[config.mk]
export PLATFORM = sky130hd
export DESIGN_NAME = rv64g_l1_evict_unit
export DESIGN_NICKNAME = d
export VERILOG_FILES = /design/src/rtl/rv64g_l1_evict_unit.sv
export SDC_FILE = /design/constraint.sdc
export NUM_CORES = 1
export LEC_CHECK = 0
export CORE_AREA = 2 2 164 166
export DETAILED_ROUTE_END_ITERATION = 12
export DIE_AREA = 0 0 166 168
export PLACE_DENSITY = 0.51
export SLEW_MARGIN = 25
export SYNTH_ARGS = -nofsm -noshare
export SYNTH_HDL_FRONTEND = slang
export SYNTH_SLANG_ARGS = --single-unit
export TNS_END_PERCENT = 100
[constraint.sdc]
create_clock -name clk_i -period 1.8 [get_ports clk_i]
set_clock_uncertainty 0.2 [all_clocks]
set_input_delay 0.36 -clock clk_i [delete_from_list [all_inputs] [get_ports clk_i]]
set_output_delay 0.36 -clock clk_i [all_outputs]
set_load 0.01 [all_outputs]
[src/rtl/rv64g_l1_evict_unit.sv]
// L1 victim eviction: reads the victim line out of the arrays and releases it to L2
// over TL-C, then writes the way's state to N after the L2's ReleaseAck on TL-D.
module rv64g_l1_evict_unit #(
    parameter int unsigned SETS     = 32,
    parameter int unsigned WAYS     = 8,
    parameter int unsigned INDEX_W  = 5,
    parameter int unsigned TAG_W    = 53,
    parameter int unsigned SOURCE_W = 4,
    parameter logic [SOURCE_W-1:0] SOURCE_ID = '0
) (
    input  logic                clk_i,
    input  logic                rst_ni,
    input  logic                evict_valid_i,
    output logic                evict_ready_o,
    input  logic [INDEX_W-1:0]  evict_index_i,
    input  logic [2:0]          evict_way_i,
    output logic                evict_done_o,
    output logic                evict_dirty_o,
    output logic [INDEX_W-1:0]  arr_index_o,
    output logic [2:0]          arr_way_sel_o,
    output logic [2:0]          arr_word_sel_o,
    output logic                arr_write_en_o,
    output logic [7:0]          arr_be_o,
    output logic [1:0]          arr_state_o,
    output logic [TAG_W-1:0]    arr_tag_o,
    output logic [63:0]         arr_wdata_o,
    input  logic [63:0]         arr_rdata_i,
    input  logic [TAG_W-1:0]    arr_tag_i,
    input  logic [1:0]          arr_state_i,
    output logic                c_valid_o,
    input  logic                c_ready_i,
    output logic [2:0]          c_opcode_o,
    output logic [2:0]          c_param_o,
    output logic [3:0]          c_size_o,
    output logic [SOURCE_W-1:0] c_source_o,
    output logic [63:0]         c_address_o,
    output logic [63:0]         c_data_o,
    input  logic                d_valid_i,
    output logic                d_ready_o,
    input  logic [2:0]          d_opcode_i
);

    localparam int unsigned SET_W = (SETS > 1) ? $clog2(SETS) : 1;
    localparam int unsigned WAY_W = (WAYS > 1) ? $clog2(WAYS) : 1;

    localparam logic [1:0] ST_N  = 2'd0;
    localparam logic [1:0] ST_B  = 2'd1;
    localparam logic [1:0] ST_TT = 2'd3;

    localparam logic [2:0] OP_RELEASE      = 3'd6;
    localparam logic [2:0] OP_RELEASE_DATA = 3'd7;
    localparam logic [2:0] OP_RELEASE_ACK  = 3'd6;
    localparam logic [2:0] PRM_TTON        = 3'd1;
    localparam logic [2:0] PRM_BTON        = 3'd2;

    typedef enum logic [2:0] {
        S_IDLE,
        S_LOOKUP,
        S_SEND,
        S_WAIT_ACK,
        S_INVAL
    } state_t;

    state_t             state_q, state_d;
    logic [SET_W-1:0]   idx_q;
    logic [WAY_W-1:0]   way_q;
    logic [TAG_W-1:0]   tag_q;
    logic               dirty_q;
    logic               bton_q;
    logic [2:0]         beat_q;
    logic               last_beat;

    // ReleaseData runs beats 0..7; a plain Release is the single beat 0.
    assign last_beat = dirty_q ? (beat_q == 3'd7) : 1'b1;

    always_ff @(posedge clk_i or negedge rst_ni) begin
        if (!rst_ni) begin
            state_q <= S_IDLE;
            idx_q   <= '0;
            way_q   <= '0;
            tag_q   <= '0;
            dirty_q <= 1'b0;
            bton_q  <= 1'b0;
            beat_q  <= '0;
        end else begin
            state_q <= state_d;
            case (state_q)
                S_IDLE: begin
                    if (evict_valid_i) begin
                        idx_q <= evict_index_i[SET_W-1:0];
                        way_q <= evict_way_i[WAY_W-1:0];
                    end
                end
                S_LOOKUP: begin
                    tag_q   <= arr_tag_i;
                    dirty_q <= (arr_state_i == ST_TT);
                    bton_q  <= (arr_state_i == ST_B);
                    beat_q  <= '0;
                end
                S_SEND: begin
                    if (c_ready_i) begin
                        beat_q <= last_beat ? 3'd0 : beat_q + 3'd1;
                    end
                end
                default: ;
            endcase
        end
    end

    always_comb begin
        state_d        = state_q;
        evict_ready_o  = 1'b0;
        evict_done_o   = 1'b0;
        evict_dirty_o  = 1'b0;
        c_valid_o      = 1'b0;
        c_opcode_o     = 3'd0;
        c_param_o      = 3'd0;
        c_address_o    = 64'd0;
        c_data_o       = 64'd0;
        arr_word_sel_o = 3'd0;
        arr_write_en_o = 1'b0;
        arr_tag_o      = '0;
        d_ready_o      = 1'b0;
        case (state_q)
            S_IDLE: begin
                evict_ready_o = 1'b1;
                if (evict_valid_i) state_d = S_LOOKUP;
            end
            S_LOOKUP: begin
                if (arr_state_i == ST_N) begin
                    evict_done_o = 1'b1;
                    state_d      = S_IDLE;
                end else begin
                    state_d = S_SEND;
                end
            end
            S_SEND: begin
                c_valid_o      = 1'b1;
                c_opcode_o     = dirty_q ? OP_RELEASE_DATA : OP_RELEASE;
                c_param_o      = bton_q ? PRM_BTON : PRM_TTON;
                c_address_o    = 64'({tag_q, INDEX_W'(idx_q), 6'b0});
                c_data_o       = dirty_q ? arr_rdata_i : 64'd0;
                arr_word_sel_o = beat_q;
                if (c_ready_i && last_beat) state_d = S_WAIT_ACK;
            end
            S_WAIT_ACK: begin
                d_ready_o = d_valid_i && (d_opcode_i == OP_RELEASE_ACK);
                if (d_ready_o) state_d = S_INVAL;
            end
            S_INVAL: begin
                arr_write_en_o = 1'b1;
                arr_tag_o      = tag_q;
                evict_done_o   = 1'b1;
                evict_dirty_o  = dirty_q;
                state_d        = S_IDLE;
            end
            default: state_d = S_IDLE;
        endcase
    end

    assign arr_index_o   = INDEX_W'(idx_q);
    assign arr_way_sel_o = 3'(way_q);
    assign arr_be_o      = 8'h00;
    assign arr_state_o   = ST_N;
    assign arr_wdata_o   = 64'd0;
    assign c_size_o      = 4'd6;
    assign c_source_o    = SOURCE_ID;

endmodule

; ---- Word level (Yosys, flattened, before mapping)
; Index checks and enable logic that the tools add are counted.
[word_totals]
wordCells = 53
register_bits = 69
output_inout_bits = 286
[classes]
n_addsub = 1
n_reduce_logical = 8
n_eq_ne = 12
mux = 25
[ops]
columns = op, n
row1 = $mux W64, 3
row2 = $mux W53, 1
row3 = $mux W3, 7
row4 = $pmux W3 S4, 1
row5 = $eq A3 B3 Y1 const B, 3
row6 = $mux W1, 8
row7 = $ne A2 B2 Y1 const B, 4
row8 = $eq A3 B2 Y1 const B, 2
row9 = $mux W2, 3
row10 = $pmux W3 S2, 1
row11 = $reduce_and A2 Y1, 2
row12 = $add A3 B1 Y3 const B, 1
row13 = $eq A3 B1 Y1 const B, 1
row14 = $logic_not A3 Y1, 1
row15 = $reduce_and A3 Y1, 1
row16 = $eq A2 B1 Y1 const B, 1
row17 = $eq A2 B2 Y1 const B, 1
row18 = $logic_and A1 B1 Y1, 2
row19 = $logic_not A2 Y1, 1
row20 = $pmux W1 S2, 1
row21 = $reduce_bool A2 Y1, 1

; ---- Depth between registers and ports, before layout
; Gate-level depths: netlist of the first run.
[logic_depth]
word_depth = 5
ltp_mapped = 6
mapped_depth_nobuf = 4

; ---- Worst setup path before layout of the first run
; Ideal clock, no wire load.
[synth_timing]
path_kind = register to output
from = register state_q[2]
to = output c_address_o[54]
setup_slack_ns = -0.092
arrival_ns = 1.332
path_buffers = 2
stages_incl_launch_ff = 6
path_cell_list = dfrtp_1 -> buf_2 -> nand2b_4 -> nor2_1 -> buf_2 -> and2_1
[synth_via]
elab_chain_cells = 2
[synth_rtl]
columns = item, line_no
row1 = start: declaration, 64  ; state_t state_q, state_d;
row2 = start signal: assignment, 86  ; state_q <= state_d;
row3 = $eq A3 B2 Y1, 124  ; case (state_q)
row4 = $mux W64, 124
row5 = end: declaration, 36  ; output logic [63:0] c_address_o,
; Every way passes these cells.

; ---- Worst setup path in the final report of the first run
[layout_timing]
from = register state_q[2]
to = output c_address_o[6]
; The elaborated chain is that of the path after synthesis.

==> results of run 1 <==
## state kept, by name, summed over array words and instances, names as in the netlist
name	count
tag_q	53
arr_index_o	5
arr_way_sel_o	3
beat_q	3
state_q	3
bton_q	1
dirty_q	1
## per-stage QoR
stage / cell area, um^2 / hold slack, ns
2_1_floorplan: 5000 / -0.136
3_3_place_gp: 8240 / 0.0905
3_5_place_dp: 8240 / 0.0863
4_1_cts: 10100 / 0.256
5_1_grt: 10600 / 0.268
6_report: 10600 / 0.255
## logic make-up after synthesis
| kind of cell | Yosys count | synth area share (%) |
|---|---|---|
| and+or+nand+nor | 200 | 27.2 |
| buffers and inverters | 124 | 18.1 |
| DFF | 69 | 37.1 |
| muxes | 64 | 15.5 |
| AOI/OAI and AO/OA | 9 | 1.42 |
| adders and majority gates | 2 | 0.537 |
| other | 2 | 0.161 |
## how the worst max path moves through the flow
stage                     cells past startpoint              to
after floorplan                               6    c_data_o[10]
after global placement                        5       d_ready_o
after detailed placement                      5       d_ready_o
after CTS                                     8   arr_tag_o[31]
after global routing                          9  c_address_o[6]
final                                         9  c_address_o[6]
## power by group through the flow
stage               combinational [mW]  sequential, mW  clock (mW)
floorplan                         2.79            2.70           0
global placement                  5.56            2.87           0
detailed placement                5.57            2.89           0
CTS                               8.26            2.94        2.13
global route                      9.62            3.10        2.19
finish                            9.11            3.00        2.06
## cell type report
cell class	instances	area (um^2)
Timing Repair Buffer	439	5070
Multi-Input combinational cell	364	3030
Inverter	4	27.5
Sequential cell	69	1730
Tap cell	341	427
Clock inverter	6	93.8
Fill cell	2592	15700
Clock buffer	10	239
## critical path, cell delays in order, from the launching register on
cell      delay [ns]
dfrtp_1         0.39
buf_6           0.13
nand2b_4        0.14
nor2_4          0.09
buf_6           0.12
buf_12          0.12
buf_12          0.11
buf_16          0.12
and2_4          0.15
buf_6           0.09
## what timing repair did
| item | 4_1_cts | 5_1_grt |
|---|---|---|
| buffers inserted | 47 | 20 |
| gates cloned | 27 | 3 |
| setup endpoints to repair | 263 | 256 |
| pin swaps | 75 | 18 |
| resized for setup | 988 | 216 |
| hold buffers | 1 | 0 |
| hold endpoints to repair | 17 | 0 |
## placed cells by master, fill, tap and decap left out, drive strengths merged, types with 3 or more instances in the layout
cell type      count
clkdlybuf4s50    133
dfrtp             69
nor3               4
clkdlybuf4s15     10
inv                5
nor3b              4
clkbuf            13
and2             181
nor2               3
dlygate4sd2        8
buf              284
conb              89
mux2              64
## metal layers
layer	wire (um)	vias to the layer above	GRT usage [%]
li1	-	2155	-
met1	10500	2335	21.3
met2	13100	248	31.9
met3	2060	11	5.71
met4	169	0	3.25
met5	0	-	0
==> impl_metrics.json, run 1 <==
{
  "switching_share_pct": 34.0,
  "synth_cell_type_count": 32,
  "syn_avg_cell_area_um2": 9.91,
  "drtIter0Drc": 76,
  "wl_per_cell_um": 20.9,
  "cts_tree": "yes",
  "cts.sinks": 69,
  "die_x_um": 166,
  "crit_fanout": 5,
  "pre_cts_ws_ns": -0.671,
  "grt.total_usage_pct": 17.9,
  "finalNonFillerCells": 1233,
  "layout-drive-gt1-share_pct": 58.4,
  "synth-edff-count": 0,
  "combPwrFrac_pct": 64.3,
  "p_seq_share_pct": 21.2,
  "netlist_top_cells_count": "181 x and2_1, 94 x buf_4, 69 x dfrtp_1",
  "setup.worst_path.start": "state_q[2]",
  "num_antenna_cells": 0,
  "cts_made_buffers": 9,
  "initial_core_util_pct": 17.7,
  "num_io_pins": 421,
  "worstReg2RegEnd": "beat_q[0]",
  "avgViaCountPerCell": 3.85,
  "worstSetupEndpointType": "output port",
  "ant_nets": 0,
  "fin_setup_tns_ns": -111.15,
  "synth_area_leaders": "dfrtp_1 37%, and2_1 24%, buf_4 15%",
  "cts_root_buffer": "clkbuf_16",
  "first_global_vias": 5074,
  "syn_area_um2": 4660,
  "rsz0062_at_grt": "true",
  "rrSetupSlack_ns": -0.41,
  "cts_htree_levels": 3,
  "place.gp.congestion": 0.734,
  "crit_path_start_kind": "flip-flop",
  "antenna_found_initial": 0,
  "dieHeight_um": 168,
  "hold_viol_final": 0,
  "timing.fmax_mhz": 421,
  "coreArea_um2": 26400,
  "dieArea_um2": 27900,
  "grt_start_max_net_pins": 27,
  "max_cap_viol_count": 0,
  "fin_crit_sh_pct": 132,
  "clk_latency_ns": 0.34,
  "grt_pass1_wl_um": 36300,
  "power_mw": 14.2,
  "ys.flop_type": "dfrtp_1",
  "post-route-util_pct": 40.3,
  "numPortBuffers": 331,
  "cts_max_path_buffers": 2,
  "layout.nets": 1024,
  "hold_path.class": "primary input to async pin",
  "maxSlewViolCount": 0,
  "crit_required_ns": 1.24,
  "clkSlewWorstSetupHoldPaths_ns": 0.07,
  "placedCellCount": 1136,
  "synth-seq-cells": 69,
  "leakagePower_nw": 5.06,
  "firstDrtPassIters": 4,
  "worstReg2RegStart": "state_q[0]",
  "critical_path_class": "flip-flop to output port",
  "setup_viol": 255,
  "worst-endpoint-arrival_ns": 1.81,
  "violations": "negative setup slack",
  "status": "finished with violations",
  "synth_top_area_share_pct": 37.1,
  "synth_area_leader_cell": "dfrtp_1",
  "yosysMostFrequentCell": "and2_1",
  "ir_drop_uv": 742,
  "ff2ff_path_depth": 9,
  "timing.final.ws_setup_ns": -0.575,
  "switchingPower_mw": 4.82,
  "clkPwrFrac_pct": 14.6,
  "area_growth_pct": 128,
  "synthCells": 470,
  "p_int_mw": 9.36,
  "route.detailed.drc": 0,
  "seq_area_frac_synth_pct": 37.1,
  "vias": 4749,
  "grt-ovfl-total": 0,
  "power_density_nw_per_um2": 1340,
  "rows": 60,
  "place_hpwl_um": 16300,
  "async_reset_ff_share_pct": 100,
  "routed_wl_um": 25800,
  "synth_warnings": 0,
  "fin_crit_ns": 2.37
}
Power figures use the tool's default switching activity.
==> run 2: changes to the inputs <==
- RECOVER_POWER: unset -> 100
==> impl_metrics.json, run 2 (synthesized netlist as in run 1, its figures left out) <==
{
  "vias": 4748,
  "relSlewSlack_pct": 60.0,
  "ant_nets": 0,
  "avgViaCountPerCell": 3.85,
  "post-route-util_pct": 40.2,
  "num_antenna_cells": 0,
  "initial_core_util_pct": 17.7,
  "n_fill_cell": 2595,
  "worst-endpoint-arrival_ns": 1.81,
  "worstReg2RegEnd": "beat_q[0]",
  "area_growth_pct": 127,
  "routed_wl_um": 25800,
  "cts_root_buffer": "clkbuf_16",
  "timing.final.ws_setup_ns": -0.574,
  "placedCellCount": 1136,
  "finalNonFillerCells": 1233,
  "worstReg2RegStart": "state_q[0]",
  "antenna_found_initial": 0,
  "multiInputGateArea_um2": 3030,
  "ff2ff_path_depth": 9,
  "mostFrequentLayoutCell": "buf_6",
  "timing.fmax_mhz": 421,
  "dieHeight_um": 168,
  "seqCellArea_um2": 1730,
  "clkSlewWorstSetupHoldPaths_ns": 0.07,
  "num_io_pins": 421,
  "violations": "negative setup slack",
  "worst_pin_slew_ns": 0.599,
  "rsz0062_at_grt": "true",
  "grt-ovfl-total": 0,
  "maxSlewViolCount": 0,
  "coreArea_um2": 26400,
  "setup_viol": 255,
  "crit_required_ns": 1.24,
  "leakagePower_nw": 5.05,
  "cts.sinks": 69,
  "grt.total_usage_pct": 17.9,
  "die_x_um": 166,
  "pre_cts_ws_ns": -0.671,
  "grt_start_max_net_pins": 27,
  "place_hpwl_um": 16300,
  "setup.worst_path.start": "state_q[2]",
  "largest_reg_flops": 53,
  "cts_htree_levels": 3,
  "place.gp.congestion": 0.734,
  "top_register": "tag_q",
  "fin_crit_sh_pct": 132,
  "firstDrtPassIters": 4,
  "drtIter0Drc": 70,
  "hold_path_depth": 1,
  "hold_ws_ns": 0.306,
  "final_cell_mix": "168 x buf_6, 133 x clkdlybuf4s50_1, 130 x and2_4, 89 x conb_1, 69 x dfrtp_1",
  "hold_viol_final": 0,
  "rrSetupSlack_ns": -0.41,
  "hold_path.class": "flip-flop to flip-flop",
  "cts_made_buffers": 9,
  "max_cap_viol_count": 0,
  "status": "finished with violations",
  "crit_path_start_kind": "flip-flop",
  "dieArea_um2": 27900,
  "ir_drop_uv": 740,
  "layout.nets": 1024,
  "critical_path_class": "flip-flop to output port",
  "fin_crit_ns": 2.37,
  "crit_end": "c_address_o[6]",
  "clk_latency_ns": 0.33,
  "cts_max_path_buffers": 2,
  "power_density_nw_per_um2": 1340,
  "wl_per_cell_um": 20.9,
  "grt_pass1_wl_um": 36300,
  "numPortBuffers": 331,
  "first_global_vias": 5074,
  "worstSetupEndpointType": "output port",
  "cts_tree": "yes",
  "crit_fanout": 5,
  "rows": 60,
  "route.detailed.drc": 0,
  "layout-drive-gt1-share_pct": 58.4
}
run 2: repair_timing:
action / CTS / global route
gates cloned: 27 / 3
hold buffers: 1 / 0
pin swaps: 75 / 18
endpoints found under the setup margin: 263 / 256
hold endpoints to repair: 17 / 0
buffers inserted: 47 / 20
gates resized for setup: 988 / 216
run 2: cell type report:
type	instances	area share, %
Timing Repair Buffer	439	47.6
Multi-Input combinational cell	364	28.6
Sequential cell	69	16.3
Tap cell	341	4.03
Clock buffer	10	2.26
Clock inverter	6	0.886
Inverter	4	0.260
run 2: critical path, stage by stage (launching register included):
cell and delay [ns]:
dfrtp_1 0.39, buf_6 0.13, nand2b_4 0.14, nor2_4 0.09
buf_6 0.12, buf_12 0.12, buf_12 0.11, buf_16 0.12
and2_4 0.15, buf_6 0.09
run 2: power by group:
part / switching (mW) / internal, mW
Combinational: 3.34 / 5.76
Sequential: 0.675 / 2.32
Clock: 0.804 / 1.27
Total: 4.82 / 9.35
run 2: routing by layer:
metal	wire length, um	global-route usage [%]	vias up
met5	0	0	-
li1	-	-	2156
met3	2040	5.71	11
met4	169	3.25	0
met1	10500	21.3	2333
met2	13100	31.9	248
run 2: how the worst min path moves through the flow:
stage	start	endpoint
floorplan	rst_ni	arr_index_o[0]
global placement	rst_ni	tag_q[41]
detailed placement	rst_ni	tag_q[41]
CTS	rst_ni	tag_q[33]
global route	arr_way_sel_o[2]	arr_way_sel_o[2]
finish	arr_way_sel_o[2]	arr_way_sel_o[2]
run 2: through the flow:
| stage | TNS [ns] | power [mW] | cell area, um^2 |
|---|---|---|---|
| after floorplan | -5.15 | 5.49 | 5000 |
| after global placement | -98.95 | 8.43 | 8240 |
| after detailed placement | -99.19 | 8.46 | 8240 |
| after CTS | -108.27 | 13.3 | 10100 |
| after global routing | -130.28 | 14.9 | 10600 |
| final | -111.03 | 14.2 | 10600 |
